--- config.mk ---
export PLATFORM = sky130hd
export DESIGN_NAME = fetch_stage
export DESIGN_NICKNAME = d
export VERILOG_FILES = /design/src/rtl/core_pkg.sv /design/src/rtl/fetch_jal_target.sv /design/src/rtl/fetch_stage.sv
export SDC_FILE = /design/constraint.sdc
export NUM_CORES = 1
export LEC_CHECK = 0
export CORE_UTILIZATION = 46
export CTS_CLUSTER_SIZE = 12
export DETAILED_ROUTE_END_ITERATION = 8
export PLACE_DENSITY = 0.81
export SETUP_SLACK_MARGIN = 0.02
export SYNTH_ARGS = -nofsm -noshare
export SYNTH_HDL_FRONTEND = slang
export SYNTH_SLANG_ARGS = --single-unit
--- constraint.sdc ---
create_clock -name clk -period 2.1 [get_ports clk]
set_input_delay 0.315 -clock clk [delete_from_list [all_inputs] [get_ports clk]]
set_output_delay 0.315 -clock clk [all_outputs]
set_load 0.005 [all_outputs]
--- src/rtl/core_pkg.sv ---
// core_pkg: shared RV32 core constants and the fetch FSM state type
package core_pkg;
  localparam logic [6:0] OPC_JAL = 7'b1101111;
  localparam logic [31:0] NOP_INSTR = 32'h0000_0013;
  typedef enum logic {S_BOOT, S_RUN} fetch_state_t;
endpackage

--- src/rtl/fetch_jal_target.sv ---
// fetch_jal_target: JAL target = pc + sign-extended J-immediate (only the immediate bits are needed)
module fetch_jal_target (
  input  logic [31:0]  pc,
  input  logic [31:12] instr_hi,
  output logic [31:0]  target
);
  assign target = pc + {{12{instr_hi[31]}}, instr_hi[19:12], instr_hi[20], instr_hi[30:21], 1'b0};
endmodule

--- src/rtl/fetch_stage.sv ---
// fetch_stage: PC + BRAM fetch + IF/ID register; JAL prediction under FETCH_JAL_PREDICT_EN
module fetch_stage
  import core_pkg::*;
#(
  parameter logic [31:0] RESET_PC = 32'h0000_0000,
  parameter int          IMEM_AW  = 14
) (
  input  logic               clk,
  input  logic               rstn,
  output logic [IMEM_AW-1:0] imem_addr,
  input  logic [31:0]        imem_rdata,
  input  logic               stall,
  input  logic               redirect,
  input  logic [31:0]        redirect_pc,
  output logic               if_valid,
  output logic [31:0]        if_instr,
  output logic [31:0]        if_pc,
  output logic               if_pred_taken
);
  fetch_state_t state_q, state_d;
  logic [31:0] fpc_q, fpc_d, if_instr_q, if_instr_d, if_pc_q, if_pc_d, addr_pc, nextpc;
  logic fvalid_q, fvalid_d, if_valid_q, if_valid_d, if_pred_q, if_pred_d, jal_hit;
`ifdef FETCH_JAL_PREDICT_EN
  logic [31:0] jal_tgt;
  fetch_jal_target u_jal (.pc(fpc_q), .instr_hi(imem_rdata[31:12]), .target(jal_tgt));
  assign jal_hit = fvalid_q && imem_rdata[6:0] == OPC_JAL;
  assign nextpc  = jal_hit ? jal_tgt : fpc_q + 32'd4;
`else
  assign jal_hit = 1'b0;
  assign nextpc  = fpc_q + 32'd4;
`endif
  // next fetch PC and IF/ID contents; redirect beats stall beats advance
  always_comb begin
    state_d    = state_q;
    fpc_d      = fpc_q;
    fvalid_d   = fvalid_q;
    if_valid_d = if_valid_q;
    if_instr_d = if_instr_q;
    if_pc_d    = if_pc_q;
    if_pred_d  = if_pred_q;
    addr_pc    = fpc_q;
    if (state_q == S_BOOT) begin
      addr_pc  = redirect ? redirect_pc : RESET_PC;
      fpc_d    = addr_pc;
      fvalid_d = 1'b1;
      state_d  = S_RUN;
    end else if (redirect) begin
      addr_pc    = redirect_pc;
      fpc_d      = redirect_pc;
      fvalid_d   = 1'b1;
      if_valid_d = 1'b0;
      if_pred_d  = 1'b0;
    end else if (!stall) begin
      if_valid_d = fvalid_q;
      if_instr_d = imem_rdata;
      if_pc_d    = fpc_q;
      if_pred_d  = jal_hit;
      addr_pc    = nextpc;
      fpc_d      = nextpc;
    end
  end
  // state, fetch PC and IF/ID registers with synchronous active-low reset
  always_ff @(posedge clk) begin
    if (!rstn) begin
      state_q    <= S_BOOT;
      fpc_q      <= RESET_PC;
      fvalid_q   <= 1'b0;
      if_valid_q <= 1'b0;
      if_instr_q <= NOP_INSTR;
      if_pc_q    <= '0;
      if_pred_q  <= 1'b0;
    end else begin
      state_q    <= state_d;
      fpc_q      <= fpc_d;
      fvalid_q   <= fvalid_d;
      if_valid_q <= if_valid_d;
      if_instr_q <= if_instr_d;
      if_pc_q    <= if_pc_d;
      if_pred_q  <= if_pred_d;
    end
  end
  assign imem_addr     = rstn ? addr_pc[IMEM_AW+1:2] : RESET_PC[IMEM_AW+1:2];
  assign if_valid      = if_valid_q;
  assign if_instr      = if_instr_q;
  assign if_pc         = if_pc_q;
  assign if_pred_taken = if_pred_q;
endmodule

* After elaboration in Yosys (flattened, before gate mapping) *
Cells that the tools add are included.

storage, ports and cells
  register bits = 100
  output and inout port bits = 80
  input bits = 68
  word-level logic and storage cells = 28

operators by class
  eq/ne operators = 3
  bitwise operators = 2
  reductions and logical operators = 2
  $add $sub $neg = 1
  multiplexer cells = 12

operators by type and width
  kind                                                              number
  32-bit two-way mux                                                4
  32-bit by 3-bit adder with 32-bit output (second input constant)  1
  14-bit two-way mux                                                1
  1-bit two-way mux                                                 7
  3-bit != test (second input constant)                             1
  3-bit AND reduction                                               1
  2-bit by 1-bit != test with 1-bit output (second input constant)  1
  2-bit != test (second input constant)                             1
  1-bit NOT                                                         2
  2-bit AND reduction                                               1

* Logic depth before layout (Yosys ltp) *
  depth in word-level cells = 5
  mapped depth = 7
  mapped depth without buffers = 5

* Worst setup path after synthesis *
No wires, ideal clock.

  path type = input to register
  start = input port stall
  end = register fpc_q[17]
  cell stages on the path = 5
  setup time = 0.122 ns
  required time = 1.978 ns
  arrival = 1.675 ns
  path slack = 0.303 ns
  path buffers = 1
  path through = buf_2 -> nand4b_4 -> or3_1 -> o311a_1 -> a221o_1

on the way
  cells in the longest elaborated chain, start to end = 1

ends and longest elaborated chain
  what                     line               source
  from (decl)              fetch_stage.sv:12  input logic stall,
  3-bit != test (no line)  -
  to (signal assigned)     fetch_stage.sv:74  fpc_q <= fpc_d;
  to (decl)                fetch_stage.sv:21  logic [31:0] fpc_q, fpc_d, if_instr_q, if_instr_d, if_pc_q, if_pc_d, addr_pc, nextpc;

No other way between the ends.
A chain may end at the register's enable or synchronous reset.

* Worst setup path after layout *
  start = register fpc_q[4]
  end = output port imem_addr[6]

on the way
  cells in the longest elaborated chain, start to end = 5

ends and longest elaborated chain
  what                                      line               source
  32-bit by 3-bit adder with 32-bit output  fetch_stage.sv:30  assign nextpc = fpc_q + 32'd4;
  32-bit two-way mux (2 in a row)           -
  32-bit two-way mux                        fetch_stage.sv:42  if (state_q == S_BOOT) begin
  14-bit two-way mux                        fetch_stage.sv:82  assign imem_addr = rstn ? addr_pc[IMEM_AW+1:2] : RESET_PC[IMEM_AW+1:2];
  to (decl)                                 fetch_stage.sv:10  output logic [IMEM_AW-1:0] imem_addr,

No other way between the ends. The select of a mux whose other input is x is not followed.

==> out/qor.yml <==
synth:
  synth_warnings: 0
  synth-xor-area-share_pct: 2.81
  syn_inst: 555
  ys_ff_latch: 99
  ys.flop_type: "dfxtp_1"
  seq_area_frac_synth_pct: 45.4
  syn_nets: 624
  synth_cell_types: 51
  synthSimpleGateAreaFrac_pct: 27.8
  synth-compound-area-share_pct: 18.6
  synth_top_family_by_area: "simple AND/OR/NAND/NOR gates"
  synth-adder-area-share_pct: 0.286
  syn-cell-area_mm2: 0.00437
  synth_area_per_cell_um2: 7.87
  synthArstFlopShare_pct: 0
  synth-edff-count: 0
  muxShareOfSynthArea_pct: 0
sta:
  fin_crit_sh_pct: 107
  fmax_mhz: 444
  worst_pin_slew_ps: 659
  slew_violations: 0
  finalHoldViolations: 0
  max_slew_margin_pct: 56.0
  skew_ps: 10.3
  finalCriticalPeriod_ps: 2250
  rsz0062_at_grt: "true"
  setup_ws_ps: -151
  final-setup-viol-count: 9
  fin_setup_tns_ps: -679
floorplanning:
  top_level_ports: 148
  die_width_um: 99.4
  dieArea_mm2: 0.00989
  coreArea_mm2: 0.00924
  fp.dieH_um: 99.4
  rows: 35
  initial_core_util_pct: 47.3
min_path:
  hold_path_class: "reg2reg"
routing:
  wl_mm: 15.7
  avgRoutedWirePerCell_um: 17.5
  dr_total_vias: 5145
  vias_per_cell: 5.74
  drtIter0Drc: 420
  ant_nets: 0
  post-route-drc-count: 0
  firstDrtPassIters: 5
global_route:
  grt_pass1_vias: 4841
  grt_pass1_wl_mm: 22.9
  grt_util_all_layers_pct: 28.8
  grt_max_degree: 65
  antenna_found_initial: 0
  overflow: 0
pwr:
  p_leak_nw: 2.63
  peakVddDrop_v: 0.000496
  powerDensity_mw_per_mm2: 551
cells_and_area:
  layout_common_cells: "150 x nand2_1, 130 x clkdlybuf4s50_1, 89 x dfxtp_1, 74 x buf_4, 70 x a21oi_1"
  drive_gt1_share_pct: 21.2
  final_cells: 897
  final_common_cell: "nand2_1"
  area_growth_pct: 59.4
  nets: 832
  diodes: 0
setup_path:
  crit_type: "reg2out"
  crit_required_ps: 1780
  start_kind: "flop"
  critPathTopFamily: "buffers and inverters"
  cp_num_buf_inv: 3
  cp.arrival_ps: 1940
  end_kind: "output pin"
  slowest_stage: "dfxtp_4"
  worstPathMaxFanout: 4
  cp_cell_sequence: "buf_4 > and4b_2 > buf_6 > nand3_2 > xor2_1 > o21ai_1 > buf_2"
  worst_path_largest_cell_delay_ps: 380
clock_tree:
  cts-buffers-inserted: 9
  cts_tree: "done"
  holdBufCountCts: 0
  clk_latency_ps: 360
  cts.sinks: 99
  clk_pin_slew_ps: 90
  cts_root_buf: "clkbuf_8"
  clock_path_buffers: 2
  cts.htree.levels: 3
status:
  violations: "negative setup slack"
  status: "finished with violations"
placement:
  dp_cells: 848
  placement.io_buffers: 146
  place.gp.congestion: 0.886
  hpwl_mm: 9.68
job:
  maxCapViolCount: 0
flip-flops by register name, summed over array words and instances, names as in the netlist:
| name | flops |
|---|---|
| fpc_q | 32 |
| if_instr | 32 |
| if_pc | 32 |
| if_valid | 1 |
| state_q | 1 |
| fvalid_q | 1 |
Yosys cell counts (5+ instances only):
library cell,number,area (um2)
nand2_1,151,567
dfxtp_1,99,1980
a21oi_1,70,350
o21ai_0,27,135
nor2_1,23,86.3
clkbuf_1,22,82.6
nand3_1,17,85.1
nor4_1,14,87.6
nand4_1,12,75.1
xnor2_1,12,105
buf_2,11,55.1
inv_1,7,26.3
a22oi_1,6,45.0
a221o_1,5,50.1
and3_1,5,31.3
and4_1,5,43.8
buf_1,5,18.8
o211ai_1,5,37.5
per-layer routing:
| metal | vias up | global-route usage [%] | wire [um] | part of all wire [%] |
|---|---|---|---|---|
| met5 | - | 0 | 0 | 0 |
| met4 | 0 | 14.3 | 702 | 4.5 |
| met3 | 62 | 3.44 | 1130 | 7.2 |
| met2 | 296 | 49.9 | 7760 | 50 |
| met1 | 2434 | 35.5 | 6070 | 39 |
| li1 | 2353 | - | - | - |
path summary, 6_finish.rpt:
path / startpoint / to / slack (ps) / cells after the start
min: if_pc[9]$_SDFFE_PN0P_ / if_pc[9]$_SDFFE_PN0P_ / 460 / 2
max: fpc_q[4]$_SDFF_PN0_ / imem_addr[6] / -150 / 7
max reg2reg: fpc_q[6]$_SDFF_PN0_ / fpc_q[13]$_SDFF_PN0_ / -60 / 12
min reg2reg: if_pc[9]$_SDFFE_PN0P_ / if_pc[9]$_SDFFE_PN0P_ / 460 / 2
stage by stage:
step | utilization [%] | total power (W) | setup WS, ps | hold WS, ps | cell area, um2
final | 75.3 | 0.00383 | -151 | 457 | 6960
after detailed placement | 67.7 | 0.00257 | -501 | 446 | 6260
after global routing | 75.3 | 0.00398 | -212 | 477 | 6960
after global placement | 67.7 | 0.00255 | -445 | 441 | 6260
after floorplan | - | 0.00224 | 303 | 343 | 4370
after CTS | 73.3 | 0.00379 | -103 | 460 | 6780
cell families after synthesis:
group | count (synthesis)
xor+xnor | 14
flops | 99
compound gates | 135
other cells | 1
buf+inv | 49
simple gates | 256
fa+ha+maj | 1
timing repair:
action / 4_1_cts / 5_1_grt
hold endpoints to repair: 0 / 0
resized for setup: 90 / 40
pin swaps: 24 / 28
setup endpoints to repair: 16 / 16
setup buffers: 25 / 11
report_power, final:
part	switching [W]	internal (W)
Combinational	0.000269	0.000329
Sequential	0.0000614	0.00194
Clock	0.000675	0.000560
Total	0.00101	0.00283
layout make-up:
cell class              instances  area, um2
fillers                       645       2280
clock buffers                  11        131
clock inverters                 5       61.3
inverters                       7       26.3
repair buffers                239       2170
multi-input cells             407       2410
flip-flops and latches         99       2000
well taps                     129        161
worst min-delay path: cells and delay by family, from the launching register on:
| kind | cells | cell delay, ps |
|---|---|---|
| AOI/OAI and AO/OA | 1 | 50 |
| and+or+nand+nor | 1 | 50 |
| DFF | 1 | 320 |
Note: power is estimated with default switching activity, not from simulation.
